$ cat config.mk
export PLATFORM = sky130hd
export DESIGN_NAME = booth_r4_datapath
export DESIGN_NICKNAME = d
export VERILOG_FILES = /design/src/rtl/booth_r4_datapath.sv
export SDC_FILE = /design/constraint.sdc
export NUM_CORES = 1
export LEC_CHECK = 0
export CAP_MARGIN = 20
export CORE_UTILIZATION = 40
export DETAILED_ROUTE_END_ITERATION = 8
export PLACE_DENSITY = 0.63
export SLEW_MARGIN = 40
export SYNTH_ARGS = -nofsm -noshare
export SYNTH_HDL_FRONTEND = slang
export SYNTH_SLANG_ARGS = --single-unit
$ cat constraint.sdc
create_clock -name clk -period 2.4 [get_ports clk]
set_input_delay 0.24 -clock clk [delete_from_list [all_inputs] [get_ports clk]]
set_output_delay 0.24 -clock clk [all_outputs]
set_load 0.03 [all_outputs]
$ cat src/rtl/booth_r4_datapath.sv
// Radix-4 Booth multiplier datapath: operand registers, A/Q/Q[-1] shifter,
// iteration counter and product register, sequenced by the control unit strobes.
module booth_r4_datapath #(
  parameter int W = 8
) (
  input  logic           clk,
  input  logic           rst_b,
  input  logic [W-1:0]   inbus,
  input  logic           c0,
  input  logic           c1,
  input  logic           c2,
  input  logic           c3,
  input  logic           c4,
  input  logic           c5,
  input  logic           c6,
  output logic           q1,
  output logic           q0,
  output logic           q,
  output logic           is_count_3,
  output logic [2*W-1:0] outbus
);

  localparam int CW = (W > 2) ? $clog2(W/2) : 1;
  localparam logic [CW-1:0] CNT_LAST = CW'(W/2 - 1);

  logic [W-1:0]   r_m;
  logic [W+1:0]   r_a;
  logic [W-1:0]   r_q;
  logic           r_qm;
  logic [CW-1:0]  r_cnt;
  logic [2*W-1:0] r_out;

  logic [W+1:0]   w_op;
  logic [W+1:0]   w_sum;

  // Two guard bits on A keep +/-2M in range for every legal recoding step.
  always_comb begin
    w_op  = c3 ? {r_m[W-1], r_m, 1'b0} : {{2{r_m[W-1]}}, r_m};
    w_sum = c4 ? (r_a + ~w_op + (W+2)'(1)) : (r_a + w_op);
  end

  always_ff @(posedge clk or negedge rst_b) begin
    if (!rst_b) begin
      r_m   <= '0;
      r_a   <= '0;
      r_q   <= '0;
      r_qm  <= 1'b0;
      r_cnt <= '0;
    end else if (c0) begin
      r_m   <= inbus;
      r_a   <= '0;
      r_cnt <= '0;
    end else if (c1) begin
      r_q  <= inbus;
      r_qm <= 1'b0;
    end else if (c2) begin
      r_a <= w_sum;
    end else if (c5) begin
      r_qm  <= r_q[1];
      r_q   <= {r_a[1:0], r_q[W-1:2]};
      r_a   <= {r_a[W+1], r_a[W+1], r_a[W+1:2]};
      r_cnt <= r_cnt + CW'(1);
    end
  end

  // Capture sees pre-edge A/Q, so it may share a cycle with any other strobe.
  always_ff @(posedge clk or negedge rst_b) begin
    if (!rst_b)  r_out <= '0;
    else if (c6) r_out <= {r_a[W-1:0], r_q};
  end

  assign q1         = r_q[1];
  assign q0         = r_q[0];
  assign q          = r_qm;
  assign is_count_3 = (r_cnt == CNT_LAST);
  assign outbus     = r_out;

endmodule

[Yosys cells after proc, flatten, opt, wreduce, memory -nomap -nowiden]
Index checks and enable logic that the tools add are counted.
Word-level totals
  input port bits: 17
  output and inout bits: 20
  word-level logic and storage cells: 41
  register bits: 45
Cells by class
  bitwise operators: 2
  equality and inequality tests: 4
  mux-type cells: 16
  add/sub/neg operators: 4
  reduce and logical (&&, ||, !) cells: 8
Operators by type and width (count)
  $mux W10: 4
  $mux W8: 4
  $add A10 B10 Y10: 2
  $add A10 B1 Y10 const B: 1
  $not A10 Y10: 1
  $mux W9: 1
  $mux W2: 4
  $ne A2 B2 Y1 const B: 3
  $reduce_and A3 Y1: 2
  $reduce_bool A2 Y1: 3
  $reduce_and A2 Y1: 2
  $mux W1: 3
  $reduce_bool A3 Y1: 1
  $add A2 B1 Y2 const B: 1
  $eq A2 B2 Y1 const B: 1
  $not A1 Y1: 1

[Logic depth before layout (Yosys ltp)]
  depth in word-level cells: 8
  gate-level depth with buffers: 11
  gate-level depth less buffers: 10

[Worst setup path after synthesis]
No wires, ideal clock.
  path type: input-to-reg
  start point: in c3
  end point: reg r_a[9]
  library setup time: 0.125 ns
  slack: -0.222 ns
  arrival time: 2.497 ns
  cell stages on the path: 9
  cell sequence: clkbuf_1 > mux2i_1 > ha_1 > nand2b_1 > a221o_1 > a21oi_4 > nor3_1 > and4bb_1 > mux2_4
Between the ends
  longest elaborated chain between the ends: 8
Ends and longest elaborated chain
  from (decl): line 12  | input logic c3,
  $mux W8 *: line 38  | w_op = c3 ? {r_m[W-1], r_m, 1'b0} : {{2{r_m[W-1]}}, r_m};
  $not A10 Y10: line 39  | w_sum = c4 ? (r_a + ~w_op + (W+2)'(1)) : (r_a + w_op);
  $add A10 B10 Y10: line 39
  $add A10 B1 Y10: line 39
  $mux W10 *: line 39
  $mux W10 *: line 56  | end else if (c2) begin
  $mux W10 *: line 53  | end else if (c1) begin
  $mux W10 *: line 49  | end else if (c0) begin
  to (signal assigned): line 57  | r_a <= w_sum;
  to (signal assigned): line 61  | r_a <= {r_a[W+1], r_a[W+1], r_a[W+1:2]};
  to (decl): line 27  | logic [W+1:0] r_a;
Every way passes the cells marked *; elsewhere a longest branch is shown, timed or not. The select of a mux whose other input is x is not followed.
A chain may end at the register's enable or synchronous reset.

[Worst setup path in the final report]
  start point: reg r_m[1]
  end point: reg r_a[9]
Between the ends
  longest elaborated chain between the ends: 8
Ends and longest elaborated chain
  from (decl): line 26  | logic [W-1:0] r_m;
  from (signal assigned): line 50  | r_m <= inbus;
  $mux W8 *: line 38
  $not A10 Y10: line 39
  $add A10 B10 Y10: line 39
  $add A10 B1 Y10: line 39
  $mux W10 *: line 39
  $mux W10 *: line 56
  $mux W10 *: line 53
  $mux W10 *: line 49
Marked as above.

==> metrics <==
crit-path max cell delay 420 ps; final setup fails 0; I/O Buffers 36; pin count of the biggest net entering global routing 26; sequential power share 0.399; Rows 30; post-synthesis sequential area ratio 0.3889; total CTS buffers 5; post-synthesis cell count a little under 300; Clk pwr share 0.196; most frequent cells in the layout dfrtp_1 (45), buf_4 (41), clkdlybuf4s50_1 (34); vias in the first global route 2359; Setup CP Type flip-flop to flip-flop; Initial Util 0.4192; final critical-path share of the clock period 0.9749; Worst-path clk slew 90 ps; initial DRC count 92; Reg area 0.001126 mm^2; CORE AREA 0.006907 mm^2; CP endpoint kind flip-flop; CTS root buf clkbuf_8; first-pass GRT wire length between 10 and 15 mm; Syn Nets 336; Total Nets Final slightly above 400; Avg Inst Size Synth 9.716 um^2; initial antenna violation count 0; num ports 37; total power 2.387 mW; diodes inserted 0; DR pass1 iterations 4; drc violations 0; area occupied by multi-input gates 0.001709 mm^2; Sw Pwr 0.8437 mW; most common cell after layout, fill and taps aside dfrtp_1; grt total ovfl 0; RSZ-0062 raised after global routing true; Pint 1.543 mW; ys async rst share 1.000; number of max-cap violations 0; htree depth 2; YS warnings 0; Hold Vio Cnt, Final 0; slowest CP cell dfrtp_1; drt wl/cell roughly 15 um; WP data arrival 2530 ps; CTS tree built; critical-path cell list mux2i_2 -> ha_1 -> nand2b_4 -> a221o_1 -> a21oi_4 -> o2111ai_1 -> and4bb_1 -> mux2_4; Post-synth EDFFs 0; Rel. slew slack 0.6707; vias after detailed routing 2375; RD Place Congestion slightly below 0.9; ys flop type dfrtp_1; Clock Latency Late Sink 300 ps; clock sink total 45; Worst-Margin Slew 493.9 ps; Synth-to-Final Area Change 30.77%; Max VDD drop 0.0004357 V; Distinct cells, synth 51; Peak Freq roughly 430 MHz; Critical Path RT 2590 ps; Final min period 2340 ps; critical path peak fanout 4; Switching Share 0.3534; Max Clock Skew between 10 and 15 ps; Worst Hold Class input pin to asynchronous set/reset pin; Hold Slack approximately 430 ps; status completed; P per Cell Area 630.5 mW/mm^2; Final Max Tran Viols 0; Final ANT Viol Nets 0; Netlist Area Pre-Place 0.002895 mm^2; Die Span Y 87.08 um; Total GRT Usage 0.1981; FF+latch count, synth 45; die footprint 0.007582 mm^2; Logic pwr share 0.405; CTS max path bufs 2; Routed WL roughly 7 mm; Leakage Power 1.742 nW; layout cells sized above 1 0.2595; DIE WIDTH approximately 87 um; vias per inst slightly above 5; fill count 625; Post-DP HPWL 5.491 mm; CP startpoint kind flip-flop
-- synth_stat cells (3+ instances only) --
| master | number | share of area |
|---|---|---|
| a31oi_1 | 3 | 0.0065 |
| xnor2_1 | 3 | 0.0091 |
| nand3_1 | 4 | 0.0069 |
| nor2_1 | 19 | 0.025 |
| dfrtp_1 | 45 | 0.39 |
| buf_2 | 4 | 0.0069 |
| nor2b_1 | 7 | 0.015 |
| nand2b_1 | 4 | 0.0086 |
| ha_1 | 19 | 0.082 |
| o21a_1 | 5 | 0.013 |
| inv_1 | 19 | 0.025 |
| a21o_1 | 4 | 0.010 |
| mux2_2 | 23 | 0.089 |
| mux2i_1 | 20 | 0.069 |
| o211ai_1 | 3 | 0.0078 |
| or3_1 | 4 | 0.0086 |
| nand2_1 | 32 | 0.041 |
| clkbuf_1 | 8 | 0.010 |
| o21ai_0 | 22 | 0.038 |
| a21oi_1 | 13 | 0.022 |
-- critical path: cells and delay by family (launching register included) --
kind / cells / cell delay, ps
flip-flops: 1 / 420
adder cells (fa/ha/maj): 1 / 270
multiplexers: 2 / 490
AO/OA/AOI/OAI: 3 / 650
AND/OR/NAND/NOR: 2 / 390
-- registers in the layout (all words and copies together) (netlist names) --
signal	cells
r_cnt	2
r_q	8
r_m	8
r_a	10
outbus	16
q	1
-- repair_timing --
item                                    CTS  global route
pin swaps                                 1            11
endpoints found under the setup margin    5             5
hold buffers                              1             0
buffers inserted                          0             2
hold endpoints to repair                 20             0
gates resized for setup                   8            13
-- per-layer routing --
metal | vias up | GRT usage | part of all wire
li1 | 1184 | - | -
met1 | 1135 | 0.2631 | 0.47
met2 | 48 | 0.3336 | 0.48
met3 | 8 | 0.03128 | 0.034
met4 | 0 | 0.05758 | 0.013
met5 | - | 0 | 0
-- power groups by stage --
stage	combinational, mW	clock [mW]	sequential (mW)
detailed placement	0.923	0	0.964
global route	1.05	0.520	0.965
global placement	0.908	0	0.963
CTS	0.939	0.488	0.952
floorplan	0.455	0	1.05
finish	0.967	0.468	0.952
-- cells by family after synthesis --
kind of cell / share of synthesized area
xor+xnor: 0.01210
compound gates: 0.1590
simple gates: 0.1318
buf+inv: 0.04840
fa+ha+maj: 0.09594
flops: 0.3889
mux: 0.1638
-- final timing paths --
path,startpoint,endpoint,slack (ps),depth (start not counted)
setup / recovery,r_m[1],r_a[9],60,8
hold / removal,rst_b,r_q[5],430,2
setup reg to reg,r_m[1],r_a[9],60,8
hold reg to reg,outbus[15],outbus[15],510,1
max in group asynchronous,rst_b,r_a[3],1250,3
min in group clk,outbus[15],outbus[15],510,1
-- layout make-up --
type,count,share of cell area
clock buffers,6,0.01917
clock inverters,2,0.003966
well taps,96,0.03173
multi-input cells,219,0.4514
inverters,20,0.01983
flip-flops and latches,45,0.2974
repair buffers,78,0.1765
-- metrics by stage --
step / setup TNS [ps] / area [um^2] / setup slack, ps / instances / utilization
after floorplan: 0 / 2903 / 17.44 / 298 / -
after global placement: -2264 / 3602 / -455.2 / 455 / 0.5216
after detailed placement: -2673 / 3602 / -575.2 / 455 / 0.5216
after CTS: 0 / 3722 / 8.651 / 464 / 0.5389
after global routing: -159.1 / 3786 / -67.66 / 466 / 0.5482
final: 0 / 3786 / 60.28 / 466 / 0.5482
Power figures use the tool's default switching activity.
